## src/rtl/mmv_ram_responder_pkg.sv

```systemverilog
// Shared types and helpers for the mmv RAM responder.
package mmv_ram_responder_pkg;

   // Top-level controller state: sweeping memory or serving requests.
   typedef enum logic {
      ST_INIT  = 1'b0,
      ST_READY = 1'b1
   } state_t;

   // Width of a counter that must hold 0..max_pend inclusive.
   function automatic int unsigned pend_width(input int unsigned max_pend);
      return (max_pend < 1) ? 1 : $clog2(max_pend + 1);
   endfunction

endpackage

```

## src/rtl/mmv_ram_responder_rdpipe.sv

```systemverilog
// {valid, data} delay line with synchronous flush.
// Ports: clk, reset (sync, active-high), flush (drops all valids),
//        in_vld/in_dat (stage input), out_vld/out_dat (DEPTH clocks later).
// DEPTH = 0 degenerates to a wire.
module mmv_ram_responder_rdpipe #(
   parameter int unsigned DEPTH  = 3,
   parameter int unsigned DWIDTH = 8
) (
   input  logic              clk,
   input  logic              reset,
   input  logic              flush,
   input  logic              in_vld,
   input  logic [DWIDTH-1:0] in_dat,
   output logic              out_vld,
   output logic [DWIDTH-1:0] out_dat
);

   if (DEPTH == 0) begin : g_thru
      logic unused_ok;
      assign unused_ok = ^{clk, reset, flush};
      assign out_vld   = in_vld;
      assign out_dat   = in_dat;
   end else begin : g_pipe
      logic [DEPTH-1:0]  vld_q;
      logic [DWIDTH-1:0] dat_q [DEPTH];

      // Valid bits carry the reset/flush; data just follows along.
      always_ff @(posedge clk) begin
         if (reset || flush) begin
            vld_q <= '0;
         end else begin
            vld_q[0] <= in_vld;
            for (int i = 1; i < int'(DEPTH); i++) begin
               vld_q[i] <= vld_q[i-1];
            end
         end
      end

      always_ff @(posedge clk) begin
         dat_q[0] <= in_dat;
         for (int i = 1; i < int'(DEPTH); i++) begin
            dat_q[i] <= dat_q[i-1];
         end
      end

      assign out_vld = vld_q[DEPTH-1];
      assign out_dat = dat_q[DEPTH-1];
   end

endmodule

```

## src/rtl/mmv_ram_responder.sv

```systemverilog
// mmv slave backed by on-chip RAM with fixed read latency, a cap on
// outstanding reads and a self-initialising sweep after reset/clear.
// Ports: clk, reset (sync, active-high), clear (sync re-init),
//        s_addr/s_wreq/s_wdat/s_rreq (requests), s_rdat/s_rval (read return),
//        s_busy (request not accepted this cycle), init_done (sweep-done pulse).
module mmv_ram_responder
   import mmv_ram_responder_pkg::*;
#(
   parameter int unsigned       AWIDTH  = 8,
   parameter int unsigned       DWIDTH  = 8,
   parameter int unsigned       RDDELAY = 4,
   parameter int unsigned       MAXPEND = 4,
   parameter logic [DWIDTH-1:0] INITVAL = '0
) (
   input  logic              clk,
   input  logic              reset,
   input  logic              clear,
   input  logic [AWIDTH-1:0] s_addr,
   input  logic              s_wreq,
   input  logic [DWIDTH-1:0] s_wdat,
   input  logic              s_rreq,
   output logic [DWIDTH-1:0] s_rdat,
   output logic              s_rval,
   output logic              s_busy,
   output logic              init_done
);

   localparam int unsigned    MEM_DEPTH  = 1 << AWIDTH;
   localparam int unsigned    PW         = pend_width(MAXPEND);
   localparam logic [AWIDTH:0] SWEEP_LAST = {1'b0, {AWIDTH{1'b1}}};
   localparam logic [AWIDTH:0] SWEEP_ONE  = {{AWIDTH{1'b0}}, 1'b1};

   if (RDDELAY < 1) begin : g_chk_rddelay
      $error("mmv_ram_responder: RDDELAY must be >= 1");
   end
   if ((MAXPEND < 1) || (MAXPEND > RDDELAY)) begin : g_chk_maxpend
      $error("mmv_ram_responder: MAXPEND must be in 1..RDDELAY");
   end

   state_t            state_q, state_d;
   logic [AWIDTH:0]   sweep_q, sweep_d;
   logic [PW-1:0]     pend_q, pend_d;
   logic              init_done_d;
   logic              flush;
   logic              acc_rd, acc_wr;
   logic              mem_we;
   logic [AWIDTH-1:0] mem_addr;
   logic [DWIDTH-1:0] mem_wdat;
   logic [DWIDTH-1:0] mem [MEM_DEPTH];
   logic              rd_vld_q;
   logic [DWIDTH-1:0] rd_dat_q;
   logic              pipe_vld;
   logic [DWIDTH-1:0] pipe_dat;

   // Busy comes straight from registered state; inputs never feed it.
   assign s_busy = (state_q == ST_INIT) || (pend_q == PW'(MAXPEND));

   // Next-state, sweep, acceptance, RAM port mux and pending-count update.
   always_comb begin
      state_d     = state_q;
      sweep_d     = sweep_q;
      init_done_d = 1'b0;
      flush       = 1'b0;
      acc_rd      = 1'b0;
      acc_wr      = 1'b0;
      mem_we      = 1'b0;
      mem_addr    = s_addr;
      mem_wdat    = s_wdat;
      pend_d      = pend_q;

      unique case (state_q)
         ST_INIT: begin
            mem_we   = 1'b1;
            mem_addr = sweep_q[AWIDTH-1:0];
            mem_wdat = INITVAL;
            if (clear) begin
               sweep_d = '0;
            end else if (sweep_q == SWEEP_LAST) begin
               sweep_d     = '0;
               state_d     = ST_READY;
               init_done_d = 1'b1;
            end else begin
               sweep_d = sweep_q + SWEEP_ONE;
            end
         end
         ST_READY: begin
            if (clear) begin
               state_d = ST_INIT;
               sweep_d = '0;
               flush   = 1'b1;
            end else begin
               acc_wr = s_wreq && !s_busy;
               acc_rd = s_rreq && !s_busy;
               mem_we = acc_wr;
            end
         end
         default: state_d = ST_INIT;
      endcase

      // A read retires on the edge that launches its s_rval.
      if (acc_rd && !pipe_vld) begin
         pend_d = pend_q + PW'(1);
      end else if (!acc_rd && pipe_vld) begin
         pend_d = pend_q - PW'(1);
      end
   end

   // Control state, RAM read register and registered read return.
   always_ff @(posedge clk) begin
      if (reset) begin
         state_q   <= ST_INIT;
         sweep_q   <= '0;
         pend_q    <= '0;
         init_done <= 1'b0;
         rd_vld_q  <= 1'b0;
         rd_dat_q  <= '0;
         s_rval    <= 1'b0;
         s_rdat    <= '0;
      end else begin
         state_q   <= state_d;
         sweep_q   <= sweep_d;
         pend_q    <= flush ? '0 : pend_d;
         init_done <= init_done_d;
         rd_vld_q  <= acc_rd;
         // Write-first: a same-cycle write returns the new data.
         if (acc_rd) begin
            rd_dat_q <= acc_wr ? s_wdat : mem[s_addr];
         end
         s_rval <= pipe_vld && !flush;
         if (pipe_vld && !flush) begin
            s_rdat <= pipe_dat;
         end
      end
   end

   // Single-port RAM; contents are not reset.
   always_ff @(posedge clk) begin
      if (mem_we && !reset) begin
         mem[mem_addr] <= mem_wdat;
      end
   end

   mmv_ram_responder_rdpipe #(
      .DEPTH  (RDDELAY - 1),
      .DWIDTH (DWIDTH)
   ) u_rdpipe (
      .clk     (clk),
      .reset   (reset),
      .flush   (flush),
      .in_vld  (rd_vld_q),
      .in_dat  (rd_dat_q),
      .out_vld (pipe_vld),
      .out_dat (pipe_dat)
   );

endmodule

```

## config.mk

```make
export PLATFORM = sky130hd
export DESIGN_NAME = mmv_ram_responder
export DESIGN_NICKNAME = d
export VERILOG_FILES = /design/src/rtl/mmv_ram_responder_pkg.sv /design/src/rtl/mmv_ram_responder_rdpipe.sv /design/src/rtl/mmv_ram_responder.sv
export SDC_FILE = /design/constraint.sdc
export NUM_CORES = 2
export LEC_CHECK = 0
export BUFFER_PORTS_ARGS = -buffer_cell sky130_fd_sc_hd__buf_2
export CAP_MARGIN = 5
export CORE_MARGIN = 1
export CORE_UTILIZATION = 40
export DETAILED_ROUTE_END_ITERATION = 8
export SYNTH_ARGS = -nofsm -noshare
export SYNTH_HDL_FRONTEND = slang
export SYNTH_HIERARCHICAL = 1
export SYNTH_SLANG_ARGS = --single-unit
export TNS_END_PERCENT = 10
```

## constraint.sdc

```tcl
create_clock -name clk -period 5.45 [get_ports clk]
set_input_delay 0.545 -clock clk [delete_from_list [all_inputs] [get_ports clk]]
set_output_delay 0.545 -clock clk [all_outputs]
set_load 0.1 [all_outputs]
```

## After elaboration in Yosys (flattened, before gate mapping)

Memory sizes are Yosys's and may differ from the RTL's. A register that Yosys moved wholly into a read port is not among the register bits.
Cells that the tools add are included.

| storage, ports and cells | value |
|---|---|
| register bits | 19 |
| bits of input ports | 21 |
| memories | 2 |
| memory bits (writable) | 2072 |
| output and inout port bits | 11 |

Memories:

| memory | depth | width | rd ports | clocked after Yosys merged registers in | wr ports | line | source |
|---|---|---|---|---|---|---|---|
| mem | 256 | 8 | 1 | 1 | 1 | mmv_ram_responder.sv:49 | `logic [DWIDTH-1:0] mem [MEM_DEPTH];` |
| u_rdpipe.g_pipe.dat_q | 3 | 8 | 3 | 1 | 3 | mmv_ram_responder_rdpipe.sv:25 | `logic [DWIDTH-1:0] dat_q [DEPTH];` |

| cells by class | value |
|---|---|
| eq/ne operators | 3 |
| multiplexer cells | 20 |
| bitwise gates (word level) | 1 |
| reductions and logical operators | 16 |
| add/subtract/negate cells | 3 |

Operators by type and width:

| operator | number |
|---|---|
| two-way mux 9 bit | 3 |
| one-hot mux 9 bit (2 select lines) | 1 |
| two-way mux 8 bit | 2 |
| two-way mux 1 bit | 10 |
| adder 9 x 1 -> 9 bit (second input constant) | 1 |
| equality test 9 x 8 -> 1 bit (second input constant) | 1 |
| logical AND 1 bit | 6 |
| two-way mux 3 bit | 2 |
| logical NOT 1 bit | 5 |
| one-hot mux 1 bit (2 select lines) | 2 |
| OR reduction 2 bit | 2 |
| adder 3 x 1 -> 3 bit (second input constant) | 1 |
| equality test 3 bit (second input constant) | 1 |
| subtractor 3 x 1 -> 3 bit (second input constant) | 1 |
| logical OR 1 bit | 2 |
| inequality test 2 bit (second input constant) | 1 |
| nonzero test 2 bit | 1 |
| inverter 1 bit | 1 |

## Depth between registers and ports, before layout

| depth | value |
|---|---|
| depth in word-level cells | 10 |
| depth in mapped cells | 13 |
| mapped depth without buffers | 10 |

## Hierarchy

Netlist, hierarchy kept.

By module, submodules not included:

| module | times used | cells an instance | area each (sq um) |
|---|---|---|---|
| mmv_ram_responder | 1 | 3984 | 81587.0 |
| mmv_ram_responder_rdpipe | 1 | 38 | 623.1 |

## Least setup slack after synthesis

No wires, ideal clock.

| path | value |
|---|---|
| path kind | input port to flip-flop |
| start | input s_wdat[5] |
| end | register rd_dat_q[5] (read register of mem) |
| library setup time | 62 ps |
| path buffers | 0 |
| arrival time | 4873 ps |
| required time | 5388 ps |
| cell stages on the path | 4 |
| slack | 515 ps |
| path through | and2_1 -> nor3_1 -> or4_1 -> nand3_1 |

RTL lines:

| element | line | source |
|---|---|---|
| start: declaration | mmv_ram_responder.sv:20 | `input logic [DWIDTH-1:0] s_wdat,` |
| end: declaration | mmv_ram_responder.sv:51 | `logic [DWIDTH-1:0] rd_dat_q;` |

==> run metrics <==
DRC 0; Die Area 0.2073 sq mm; part of the cycle the worst path needs 72.91%; Syn Std Cell Area 0.08221 sq mm; Critical Path AT 4700 ps; Setup Skew 65.02 ps; Final Routed Wirelength 242.5 mm; synthesized flop and latch total 2107; post-CTS setup buffers 0; slowest cell delay on critical path 1080 ps; TritonRoute pass-1 iters 5; Slew headroom 14.81%; RSZ-0062 raised after global routing false; via count 43000; Mapped Cells 4022; P per Cell Area 354.7 mW/mm^2; chip height 455.4 um; slowest CP cell a211oi_1; initial DRC count 6134; most frequent cells in the layout edfxtp_1 (2048), mux4_2 (477), nor2_1 (308), clkbuf_16 (211), buf_4 (203); VDD IR-drop max 0.3041 mV; CP Max Fanout 60; cell chain of the critical path buf_8 -> buf_4 -> mux4_2 -> mux2i_1 -> o22ai_1 -> a211oi_1 -> o21a_1 -> o221ai_1; cell taking the most area after synthesis edfxtp_1; crit path capture type flop; dpl cells 6722; CP Class in -> reg; PostCTS Resize Cnt 0; root buf cell clkbuf_16; Worst EP required 6170 ps; initial core utilization 40.22%; global-route wire length before repair 336.7 mm; GRT Residual Overflow 0; Final Hold Fails 0; yosys synthesis warning count 6; Placeable Area 0.2044 sq mm; CTS max path bufs 3; critical path launch point type input port; row cnt 166; number of top-level pins 32; R2R Setup Slk 1670 ps; worst slew pin tran 1270 ps; clk_lat worst skew 860 ps; number of distinct library cells after synthesis 76; CTS clock-pin slew for the worst setup and hold paths 60 ps; Via density 6.046; Synth top area share 74.81%; die width 455.4 um; CTS tree built; largest net degree at the start of global routing 184; synth top area cells edfxtp_1 (75%), mux4_2 (13%), dfxtp_1 (1.4%); commonest non-fill, non-tap cell in the layout edfxtp_1; global placement routability congestion 0.9586; run status complete, no violations; Peak Freq 251.7 MHz; CTS Buf Count 210; Net Count, Synth 4046; Min Clock Period, post-route 3973 ps; WL/cell 34.10 um; Top FF cell, synth edfxtp_1; PortBufs 31; clock sinks 2107; CTS H-tree depth 4; remaining antenna violation count 0; vias in the first global route 41980; Sum Neg Setup Slack 0 ps; antenna violations before repair 14; average cell area after synthesis 20.44 sq um; final cell count without fillers 7112; Post-synth EDFFs 2048; Hold-fix buffers, CTS 0; ys async rst share 0%; Final Slew Violations 0; P&R area growth vs syn 13.13%; sequential share of the synthesized area 76.24%; Leakage 32.34 nW; Hold Path Class in -> reg; DP Wirelength 153.6 mm; nets@finish 4270; overall global routing resource usage 23.40%; Final Setup Violations 0; ratio of cells with drive above 1 in the final layout 24.52%; # Max-Cap Violations 0
registers in the layout, indices dropped and copies added, names as in the netlist, 3 cells and up:
signal / flops
s_rdat: 8
u_rdpipe/g_pipe.vld_q: 3
rd_dat_q: 8
sweep_q: 9
u_rdpipe/g_pipe.dat_q: 24
pend_q: 3
mem: 2048
kinds of logic (layout without fill, tap and decap cells):
logic type	count (synthesis)	in the layout	synth area share, %
buf+inv	258	656	2.012
xor+xnor	12	12	0.1278
fa+ha+maj	3	3	0.05479
simple gates	676	676	3.688
other cells	0	4	0
flops	2107	2107	76.24
mux	597	597	14.74
compound gates	369	369	3.134
power breakdown:
part	leakage [nW]	switching (W)	total, W	internal (W)
Sequential	22.3	0.00000441	0.0175	0.0175
Clock	3.30	0.00625	0.0143	0.00804
Combinational	6.77	0.000789	0.00120	0.000415
Total	32.3	0.00705	0.0330	0.0259
critical path: cells and delay by family:
family,cells,cell delay (ps)
AO/OA/AOI/OAI,4,1930
buffers and inverters,2,1050
multiplexers,2,1020
metrics by stage:
| stage | util (%) | hold slack (ps) | total power, W | setup slack, ps | instance area, sq um |
|---|---|---|---|---|---|
| floorplan | - | 309.6 | 0.01856 | 514.5 | 82210 |
| global placement | 42.17 | 311.0 | 0.01903 | 600.2 | 86180 |
| detailed placement | 42.17 | 313.8 | 0.01903 | 643.2 | 86190 |
| CTS | 45.50 | 25.33 | 0.03313 | 1543 | 93000 |
| global route | 45.50 | 59.23 | 0.03372 | 1504 | 93000 |
| finish | 45.51 | 74.50 | 0.03299 | 1477 | 93010 |
synthesized netlist by cell type, types with 35 or more instances:
master	count
a21oi_1	55
a22oi_1	73
buf_2	53
buf_4	42
clkbuf_1	92
dfxtp_1	59
edfxtp_1	2048
mux2i_1	89
mux4_2	477
nand2_1	156
nor2_1	310
nor3_1	35
o22ai_1	47
layer usage:
metal / vias to the layer above / global-route usage [%] / part of all wire, %
li1: 17130 / - / -
met1: 22980 / 32.68 / 40
met2: 2410 / 35.06 / 45
met3: 469 / 5.834 / 11
met4: 12 / 9.753 / 4.4
met5: - / 0 / 0.035
worst paths after layout:
check | endpoint | from | cells after the start
setup / recovery | rd_dat_q[2]$_SDFFE_PP0P_ | s_addr[2] | 8
hold / removal | sweep_q[2]$_SDFFE_PP0P_ | clear | 2
setup reg to reg | mem[79][2]$_DFFE_PP_ | state_q$_SDFF_PP0_ | 5
hold reg to reg | u_rdpipe/g_pipe.dat_q[0][14]$_DFF_P_ | u_rdpipe/g_pipe.dat_q[0][6]$_DFF_P_ | 0
cell type report:
class	count	area (sq um)
fillers	17170	111400
repair buffers	254	2110
flip-flops and latches	2107	62680
inverters	16	112.6
well taps	2688	3363
diodes	4	10.01
multi-input cells	1657	17930
clock inverters	141	1385
clock buffers	245	5418
Power figures use the tool's default switching activity.
